## config.mk

```make
export PLATFORM = sky130hd
export DESIGN_NAME = tx_logic
export DESIGN_NICKNAME = d
export VERILOG_FILES = /design/src/rtl/tx_logic.sv
export SDC_FILE = /design/constraint.sdc
export NUM_CORES = 1
export LEC_CHECK = 0
export ABC_CLOCK_PERIOD_IN_PS = 1900
export CAP_MARGIN = 20
export CORE_ASPECT_RATIO = 0.8
export CORE_MARGIN = 3
export CORE_UTILIZATION = 44
export CTS_CLUSTER_SIZE = 28
export DETAILED_ROUTE_END_ITERATION = 10
export GPL_TIMING_DRIVEN = 0
export HOLD_SLACK_MARGIN = 0.12
export PLACE_DENSITY = 0.76
export SLEW_MARGIN = 15
export SYNTH_ARGS = -nofsm -noshare
export SYNTH_HDL_FRONTEND = slang
export SYNTH_SLANG_ARGS = --single-unit
```

## constraint.sdc

```tcl
create_clock -name clk -period 1.9 [get_ports clk]
set_input_delay 0.285 -clock clk [delete_from_list [all_inputs] [get_ports clk]]
set_output_delay 0.285 -clock clk [all_outputs]
set_load 0.01 [all_outputs]
```

## src/rtl/tx_logic.sv

```systemverilog
// tx_logic: output stage that drains one router FIFO and hands each item to
// one of PORT_COUNT downstream receivers over per-port two-phase req/ack.
// The destination port is carried in the top PORT_BITS bits of every item.
// One item is in flight at a time and items are never reordered.
// Optional feature macro: TX_ACK_SYNC_EN -- when defined, every tx_ack bit
// goes through a two-flop synchronizer before it is compared with tx_req,
// for receivers that live in another clock domain.
module tx_logic #(
   parameter int ID         = -1,
   parameter int SIZE       = 8,
   parameter int PORT_COUNT = 5,
   parameter int PORT_BITS  = 3
) (
   input  logic                         clk,
   input  logic                         reset,
   output logic                         fifo_read,
   input  logic                         fifo_empty,
   input  logic [SIZE-1:0]              fifo_item_out,
   output logic [PORT_COUNT-1:0]        tx_req,
   input  logic [PORT_COUNT-1:0]        tx_ack,
   output logic [SIZE*PORT_COUNT-1:0]   tx_data,
   output logic [7:0]                   drop_count,
   output logic                         busy
);

   localparam logic [1:0] IDLE     = 2'd0;
   localparam logic [1:0] READ     = 2'd1;
   localparam logic [1:0] LATCH    = 2'd2;
   localparam logic [1:0] WAIT_ACK = 2'd3;

   // The port field must be wide enough to address every output port.
   if ((2 ** PORT_BITS) < PORT_COUNT) begin : g_bad_cfg
      $error("tx_logic %0d: PORT_BITS too narrow for PORT_COUNT", ID);
   end

   logic [1:0]                  state_q,      state_d;
   logic                        fifo_read_q,  fifo_read_d;
   logic [PORT_COUNT-1:0]       tx_req_q,     tx_req_d;
   logic [SIZE*PORT_COUNT-1:0]  tx_data_q,    tx_data_d;
   logic [7:0]                  drop_count_q, drop_count_d;
   logic                        busy_q,       busy_d;
   logic [SIZE-1:0]             item_q,       item_d;
   logic                        item_held_q,  item_held_d;
   logic [PORT_COUNT-1:0]       port_sel_q,   port_sel_d;

   logic [PORT_COUNT-1:0]       ack_eff;
   logic [PORT_COUNT-1:0]       pending;
   logic [SIZE-1:0]             cur_item;
   logic [PORT_BITS-1:0]        cur_port;
   logic [PORT_COUNT-1:0]       port_hot;
   logic                        port_ok;
   logic                        port_free;

`ifdef TX_ACK_SYNC_EN
   logic [PORT_COUNT-1:0] ack_meta_q;
   logic [PORT_COUNT-1:0] ack_sync_q;

   // Two-flop synchronizer bringing the receivers' ack toggles into clk.
   always_ff @(posedge clk) begin
      if (reset) begin
         ack_meta_q <= '0;
         ack_sync_q <= '0;
      end else begin
         ack_meta_q <= tx_ack;
         ack_sync_q <= ack_meta_q;
      end
   end

   assign ack_eff = ack_sync_q;
`else
   assign ack_eff = tx_ack;
`endif

   // A port is pending while its request and acknowledge phases differ.
   assign pending = tx_req_q ^ ack_eff;

   // The head item is only guaranteed on the first LATCH cycle, so a held
   // copy is used if LATCH has to wait for the destination port.
   assign cur_item = item_held_q ? item_q : fifo_item_out;
   assign cur_port = cur_item[SIZE-1 -: PORT_BITS];

   // One-hot decode of the destination; all-zero means the port is invalid.
   always_comb begin
      // NOTE: every combinational output gets a default before any branch,
      // otherwise an unassigned path infers a latch.
      port_hot = '0;
      for (int k = 0; k < PORT_COUNT; k++) begin
         port_hot[k] = (32'(cur_port) == k);
      end
   end

   assign port_ok   = |port_hot;
   assign port_free = ~|(port_hot & pending);

   // Next-state and registered-output logic for the drain FSM.
   always_comb begin
      state_d      = state_q;
      fifo_read_d  = 1'b0;
      tx_req_d     = tx_req_q;
      tx_data_d    = tx_data_q;
      drop_count_d = drop_count_q;
      item_d       = item_q;
      item_held_d  = item_held_q;
      port_sel_d   = port_sel_q;

      case (state_q)
         IDLE: begin
            if (!fifo_empty) begin
               state_d     = READ;
               fifo_read_d = 1'b1;
            end
         end

         READ: begin
            state_d = LATCH;
         end

         LATCH: begin
            item_d      = cur_item;
            item_held_d = 1'b1;
            if (!port_ok) begin
               if (drop_count_q != 8'hFF) begin
                  drop_count_d = drop_count_q + 8'd1;
               end
               item_held_d = 1'b0;
               state_d     = IDLE;
            end else if (port_free) begin
               tx_req_d = tx_req_q ^ port_hot;
               for (int k = 0; k < PORT_COUNT; k++) begin
                  if (port_hot[k]) begin
                     tx_data_d[k*SIZE +: SIZE] = cur_item;
                  end
               end
               port_sel_d  = port_hot;
               item_held_d = 1'b0;
               state_d     = WAIT_ACK;
            end
         end

         WAIT_ACK: begin
            // Only the port that carries the current item can release us.
            if ((port_sel_q & pending) == '0) begin
               state_d = IDLE;
            end
         end

         default: begin
            state_d = IDLE;
         end
      endcase

      busy_d = (state_d != IDLE);
   end

   // Control and output registers, cleared by the synchronous reset.
   always_ff @(posedge clk) begin
      // NOTE: sequential state uses non-blocking assignments so every
      // register samples the pre-edge value of its inputs.
      if (reset) begin
         state_q      <= IDLE;
         fifo_read_q  <= 1'b0;
         tx_req_q     <= '0;
         tx_data_q    <= '0;
         drop_count_q <= '0;
         busy_q       <= 1'b0;
         item_held_q  <= 1'b0;
         port_sel_q   <= '0;
      end else begin
         state_q      <= state_d;
         fifo_read_q  <= fifo_read_d;
         tx_req_q     <= tx_req_d;
         tx_data_q    <= tx_data_d;
         drop_count_q <= drop_count_d;
         busy_q       <= busy_d;
         item_held_q  <= item_held_d;
         port_sel_q   <= port_sel_d;
      end
   end

   // Holding copy of the item while LATCH waits for its port.
   always_ff @(posedge clk) begin
      // NOTE: this data register is left out of reset on purpose; it is only
      // read while item_held_q is set, and that flag is reset.
      item_q <= item_d;
   end

   assign fifo_read  = fifo_read_q;
   assign tx_req     = tx_req_q;
   assign tx_data    = tx_data_q;
   assign drop_count = drop_count_q;
   assign busy       = busy_q;

endmodule

```

==> results.toml, run 1 <==
[hold_path]
min_path_cells = 2
holdPathEnd = "fifo_read$_SDFF_PP0_"
min_path_type = "input pin to flip-flop"
hp-start = "reset"

[critical_path]
cp_cell_sequence = "buf_8 > mux2i_4 > inv_2 > nor4_4 > buf_4 > xnor2_1 > nor2_1"
cpPeakStageDelay_ns = 0.40
crit_type = "flip-flop to flip-flop"
worst-path-max-fanout = 6
start_kind = "flip-flop"
r2r-start = "item_held_q$_SDFFE_PP0P_"
crit_arrival_ns = 2.06
r2r_slack_ns = 0.05
crit_slowest_cell = "nor4_4"
cp.required_ns = 2.11
reg2reg_to = "tx_req[1]$_SDFFE_PP0P_"
end_kind = "flip-flop"
reg2reg_depth = 7

[layout]
drive_gt1_share_pct = 17.89
instances_no_fill = 461
nNetsFinal = 392
antenna_cells = 0
synthToLayoutAreaGrowth_pct = 44.68
utilization_pct = 67.57

[logic_synthesis]
synth-edff-count = 8
yosysTopAreaCell = "dfxtp_1"
synth_mux_area_share_pct = 4.503
synth-simple-area-share_pct = 18.54
synth-compound-area-share_pct = 13.55
synth_cell_type_count = 44
synthXorXnorAreaFrac_pct = 4.945
synth_cells = 274
ys_warn_count = 0
synthAdderAreaFrac_pct = 0.4415
syn_area_sq_mm = 0.002834
avgSynthCellArea_sq_um = 10.34
ys_seq_area_share_pct = 52.98
syn-num-nets = 291
synth_common_cells = "dfxtp_1, nor2_1, a211oi_1"
ys_ff_latch = 71
yosysTopAreaCellShare_pct = 44.50
ys.flop_type = "dfxtp_1"
async_reset_ff_share_pct = 0
post-synth-top-count-cell = "dfxtp_1"
synth_top_family_by_area = "simple AND/OR/NAND/NOR gates"
synth_area_leaders = "dfxtp_1, edfxtp_1, nor2_1"

[power]
seq_power_share_pct = 48.0
p_comb_share_pct = 8.3
p_sw_share_pct = 22.54
cell_internal_pwr_mw = 2.512
p_sw_mw = 0.7309
pwr-share-clk_pct = 43.6
p_leak_nw = 1.515
vdd_ir_drop_max_uv = 524.3
powerDensity_mw_per_mm2 = 790.9

[global_routing]
grt_antenna_before_repair = 0
track_usage_pct = 19.42
grt_pass1_vias = 2180
overflow = 0
grt_max_degree = 17
grt_pass1_wl_microns = 10940

[place]
place_inst = 424
gp_congestion = 0.7958
hpwl_microns = 4854
place_ws_ns = -0.3934
port_buffers = 69

[drt]
drt-vias-per-instance = 5.154
drtIter0Drc = 196
routedWlPerCell_microns = 15.90
route.detailed.drc = 0
vias = 2376
ant_nets = 0
routed_wl_microns = 7329
dr.pass1.iters = 4

[sta]
layout_setup_ws_ns = 0.05475
slew_viol_final = 0
hold_viol = 0
worstMarginPinSlew_ns = 0.7059
slew_headroom_pct = 51.59
skew_ns = 0.008110
max_freq_mhz = 541.9
setup_viol = 0
fin_crit_sh_pct = 97.12
whs_ns = 0.3921
fin_crit_ns = 1.845

[clock_network]
cts.sinks = 71
clk_path_buf_depth = 2
htree_num_levels = 3
clock_latency_ns = 0.35
cts_buffers = 9
root_buffer = "clkbuf_8"
clk_pin_slew_worst_paths_ns = 0.07
cts_hold_buffers = 0
cts_tree = "done"

[floorplan]
ios = 71
die_h_microns = 77.78
start_util_pct = 46.70
rows = 25
die-area_sq_mm = 0.007445
coreArea_sq_mm = 0.006068
die_x_microns = 95.73

[status]
outcome = "complete, no violations"

[run]
maxCapViolations = 0
## cells in the final DEF, fill, tap and decap left out, types with 2 or more instances in the layout
cell              n
buf_4            22
clkbuf_8         10
nor3_4            2
nor2_1           51
a211oi_1         21
xor2_1           11
clkbuf_1          8
xnor2_1           5
inv_1            13
nor4_4            3
edfxtp_1          8
buf_6             3
nand4_1           7
and3_1            9
a211oi_2          4
mux2i_1           6
bufinv_16         2
nand2_1          10
nand2_4           2
o21ai_0           2
clkdlybuf4s50_1  69
o31ai_1           4
a21oi_1           7
dfxtp_1          62
mux2i_4           3
and2_1            4
## metrics by stage
stage | TNS [ns] | instance area (sq um) | total power, mW
finish | 0 | 4100 | 3.243
global route | -0.1335 | 4100 | 3.361
CTS | 0 | 3911 | 3.230
detailed placement | -8.312 | 3626 | 1.812
global placement | -6.921 | 3626 | 1.808
floorplan | 0 | 2834 | 1.719
## worst max-delay path: cells and delay by family, from the launching register on
family,cells,cell delay (ns)
XOR/XNOR,1,0.12
buffers and inverters,3,0.47
multiplexers,1,0.33
flip-flops,1,0.34
AND/OR/NAND/NOR,2,0.45
## sequential cells by signal (all words and copies together), names as in the netlist
register,count
item_held_q,1
tx_req,5
busy,1
fifo_read,1
item_q,8
state_q,2
drop_count,8
port_sel_q,5
tx_data,40
## what timing repair did
action	4_1_cts	5_1_grt
cloned	0	2
pin swaps	1	3
buffers inserted	4	15
resized for setup	4	14
setup endpoints to repair	44	31
## cells by family after synthesis
kind of cell | count (synthesis)
adders and majority gates | 1
DFF | 71
AOI/OAI and AO/OA | 50
buffers and inverters | 28
xor gates and xnor gates | 16
muxes | 9
and+or+nand+nor | 99
## metal layers
layer	vias up	GRT usage, %	share of wire, %
met5	-	0	0
met4	0	4.688	1.0
met3	12	7.558	7.9
met2	83	28.38	46
met1	1121	26.86	45
li1	1160	-	-
## how the worst max path moves through the flow
stage,startpoint,end,slack [ns]
floorplan,state_q[0]$_SDFF_PP0_,tx_data[34]$_SDFFE_PP0P_,0.12
global placement,fifo_item_out[7],drop_count[7]$_SDFFE_PP0P_,-0.34
detailed placement,fifo_item_out[7],drop_count[7]$_SDFFE_PP0P_,-0.39
CTS,item_held_q$_SDFFE_PP0P_,tx_data[28]$_SDFFE_PP0P_,0.003
global route,item_held_q$_SDFFE_PP0P_,tx_req[1]$_SDFFE_PP0P_,-0.03
finish,item_held_q$_SDFFE_PP0P_,tx_req[1]$_SDFFE_PP0P_,0.05
## power by group through the flow
| stage | sequential [mW] | combinational (mW) | clock [mW] |
|---|---|---|---|
| 2_1_floorplan | 1.59 | 0.126 | 0 |
| 3_3_place_gp | 1.59 | 0.219 | 0 |
| 3_5_place_dp | 1.59 | 0.222 | 0 |
| 4_1_cts | 1.56 | 0.236 | 1.44 |
| 5_1_grt | 1.56 | 0.292 | 1.51 |
| 6_report | 1.56 | 0.271 | 1.41 |
## cell type report
cell class	count	area, sq um
buffer	13	90.09
timing repair buffer	90	845.8
sequential	71	1503
fill	479	1968
tap	81	101.3
clock buffer	12	166.4
clock inverter	4	73.82
inverter	15	61.31
multi-input combinational	175	1259
Power figures use the tool's default switching activity.
==> run 2: changes to the inputs <==
- ABC_CLOCK_PERIOD_IN_PS: 1900 -> 2400
- CORE_UTILIZATION: 44 -> 52
- PLACE_DENSITY: 0.76 -> 0.84
- clock period: 1.9 -> 2.4 ns (I/O delays scaled with it)
==> results.toml, run 2 (synthesized netlist as in run 1, its figures left out) <==
[floorplan]
rows = 23
die-area_sq_mm = 0.006377
start_util_pct = 55.32
ios = 71
die_x_microns = 88.54
die_h_microns = 72.03
coreArea_sq_mm = 0.005122

[sta]
max_freq_mhz = 468.0
fin_crit_sh_pct = 89.04
setup_viol = 0
hold_viol = 0
worstMarginPinSlew_ns = 0.6610
setup-tns-final_ns = 0
slew_viol_final = 0
rsz0062_at_grt = "no"
fin_crit_ns = 2.137
whs_ns = 0.4633
slew_headroom_pct = 54.67
skew_ns = 0.01156

[clock_network]
cts_setup_buffers = 0
clock_latency_ns = 0.35
clk_pin_slew_worst_paths_ns = 0.07
htree_num_levels = 3
root_buffer = "clkbuf_8"
cts_resized = 0
cts_tree = "done"
cts_hold_buffers = 0
clk_path_buf_depth = 2
cts.sinks = 71
cts_buffers = 9

[drt]
ant_nets = 0
dr.pass1.iters = 4
route.detailed.drc = 0
drt-vias-per-instance = 5.513
routedWlPerCell_microns = 16.52
vias = 2321
routed_wl_microns = 6957
drtIter0Drc = 176

[place]
hpwl_microns = 4960
gp_congestion = 0.8030
port_buffers = 69
place_inst = 405

[hold_path]
min_path_type = "flip-flop to flip-flop"
hp-start = "tx_data[6]$_SDFFE_PP0P_"

[global_routing]
grt_max_degree = 17
track_usage_pct = 23.61
grt_antenna_before_repair = 0
grt_pass1_wl_microns = 11360
grt_pass1_vias = 2298
overflow = 0

[layout]
instances_no_fill = 421
antenna_cells = 0
largest_reg_flops = 40
layout_commonest_cell = "clkdlybuf4s50_1"
fillCellCount = 394
seqCellArea_sq_mm = 0.001501
most-common-layout-cells = "clkdlybuf4s50_1, dfxtp_1, nor2_1"
multi_input_area_sq_mm = 0.001190
nNetsFinal = 371
synthToLayoutAreaGrowth_pct = 32.98
drive_gt1_share_pct = 9.749

[critical_path]
r2r-start = "state_q[0]$_SDFF_PP0_"
cp_top_family = "simple AND/OR/NAND/NOR gates"
crit_buf_inv = 2
cp.required_ns = 2.67
crit_type = "flip-flop to flip-flop"
crit_slowest_cell = "nor4_4"
cpPeakStageDelay_ns = 0.39
end_kind = "flip-flop"
crit_arrival_ns = 2.41
worst-path-max-fanout = 16
cp_cell_sequence = "nand2b_1 > clkinv_1 > o221ai_2 > nor4_4 > buf_6 > nor2_1 > a211oi_2"
start_kind = "flip-flop"
crit_start = "state_q[0]$_SDFF_PP0_"

[power]
p_sw_share_pct = 24.75
p_total_mw = 2.241
pwr-share-clk_pct = 37.0
powerDensity_mw_per_mm2 = 594.8
seq_power_share_pct = 55.0
p_leak_nw = 1.346
p_comb_share_pct = 8.0
p_sw_mw = 0.5548
vdd_ir_drop_max_uv = 491.8
cell_internal_pwr_mw = 1.687

[run]
maxCapViolations = 0

[status]
outcome = "complete, no violations"
[run 2: cell count changes in the layout (fill, tap and decap cells not counted), moves of 2 or more]
cell       change
buf_4         -20
bufinv_16      -2
clkinv_1       +2
clkinv_2       +2
nor2_1         +2
nor3_2         +2
nor3_4         -2
[run 2: stage by stage]
stage	util (%)	worst slack, ns	area [sq um]
2_1_floorplan	-	0.6215	2834
3_3_place_gp	70.32	0.09041	3602
3_5_place_dp	70.32	0.005558	3602
4_1_cts	73.57	0.2751	3769
5_1_grt	73.57	0.08781	3769
6_report	73.57	0.2631	3769
[run 2: cell type report]
type,instances,area share [%]
sequential,71,39.84
tap,62,2.058
buffer,13,2.291
multi-input combinational,175,31.57
clock buffer,12,3.851
inverter,15,1.494
timing repair buffer,69,18.33
clock inverter,4,0.5644
[run 2: final timing paths]
| check | to | slack (ns) | cells past startpoint |
|---|---|---|---|
| max | tx_data[36]$_SDFFE_PP0P_ | 0.26 | 7 |
| min reg2reg | tx_data[6]$_SDFFE_PP0P_ | 0.46 | 1 |
| min | tx_data[6]$_SDFFE_PP0P_ | 0.46 | 1 |
| max reg2reg | tx_data[36]$_SDFFE_PP0P_ | 0.26 | 7 |
[run 2: power groups by stage]
stage                     sequential (mW)  combinational, mW  clock [mW]
after floorplan                      1.26             0.0999           0
after global placement               1.26              0.172           0
after detailed placement             1.26              0.177           0
after CTS                            1.23              0.179       0.839
after global routing                 1.23              0.194       0.890
final                                1.23              0.179       0.830
[run 2: routing by layer]
metal	routed length (microns)	global-route usage [%]	vias to the layer above	share of wire, %
li1	-	-	1122	-
met1	3170	29.80	1103	46
met2	3142	37.34	80	45
met3	513	9.081	16	7.4
met4	131	7.718	0	1.9
met5	0	0	-	0
[run 2: worst reg2reg max path, cell delays in order, from the launching register on]
cell      delay (ns)
dfxtp_1         0.35
nand2b_1        0.20
clkinv_1        0.35
o221ai_2        0.32
nor4_4          0.40
buf_6           0.21
nor2_1          0.06
a211oi_2        0.18
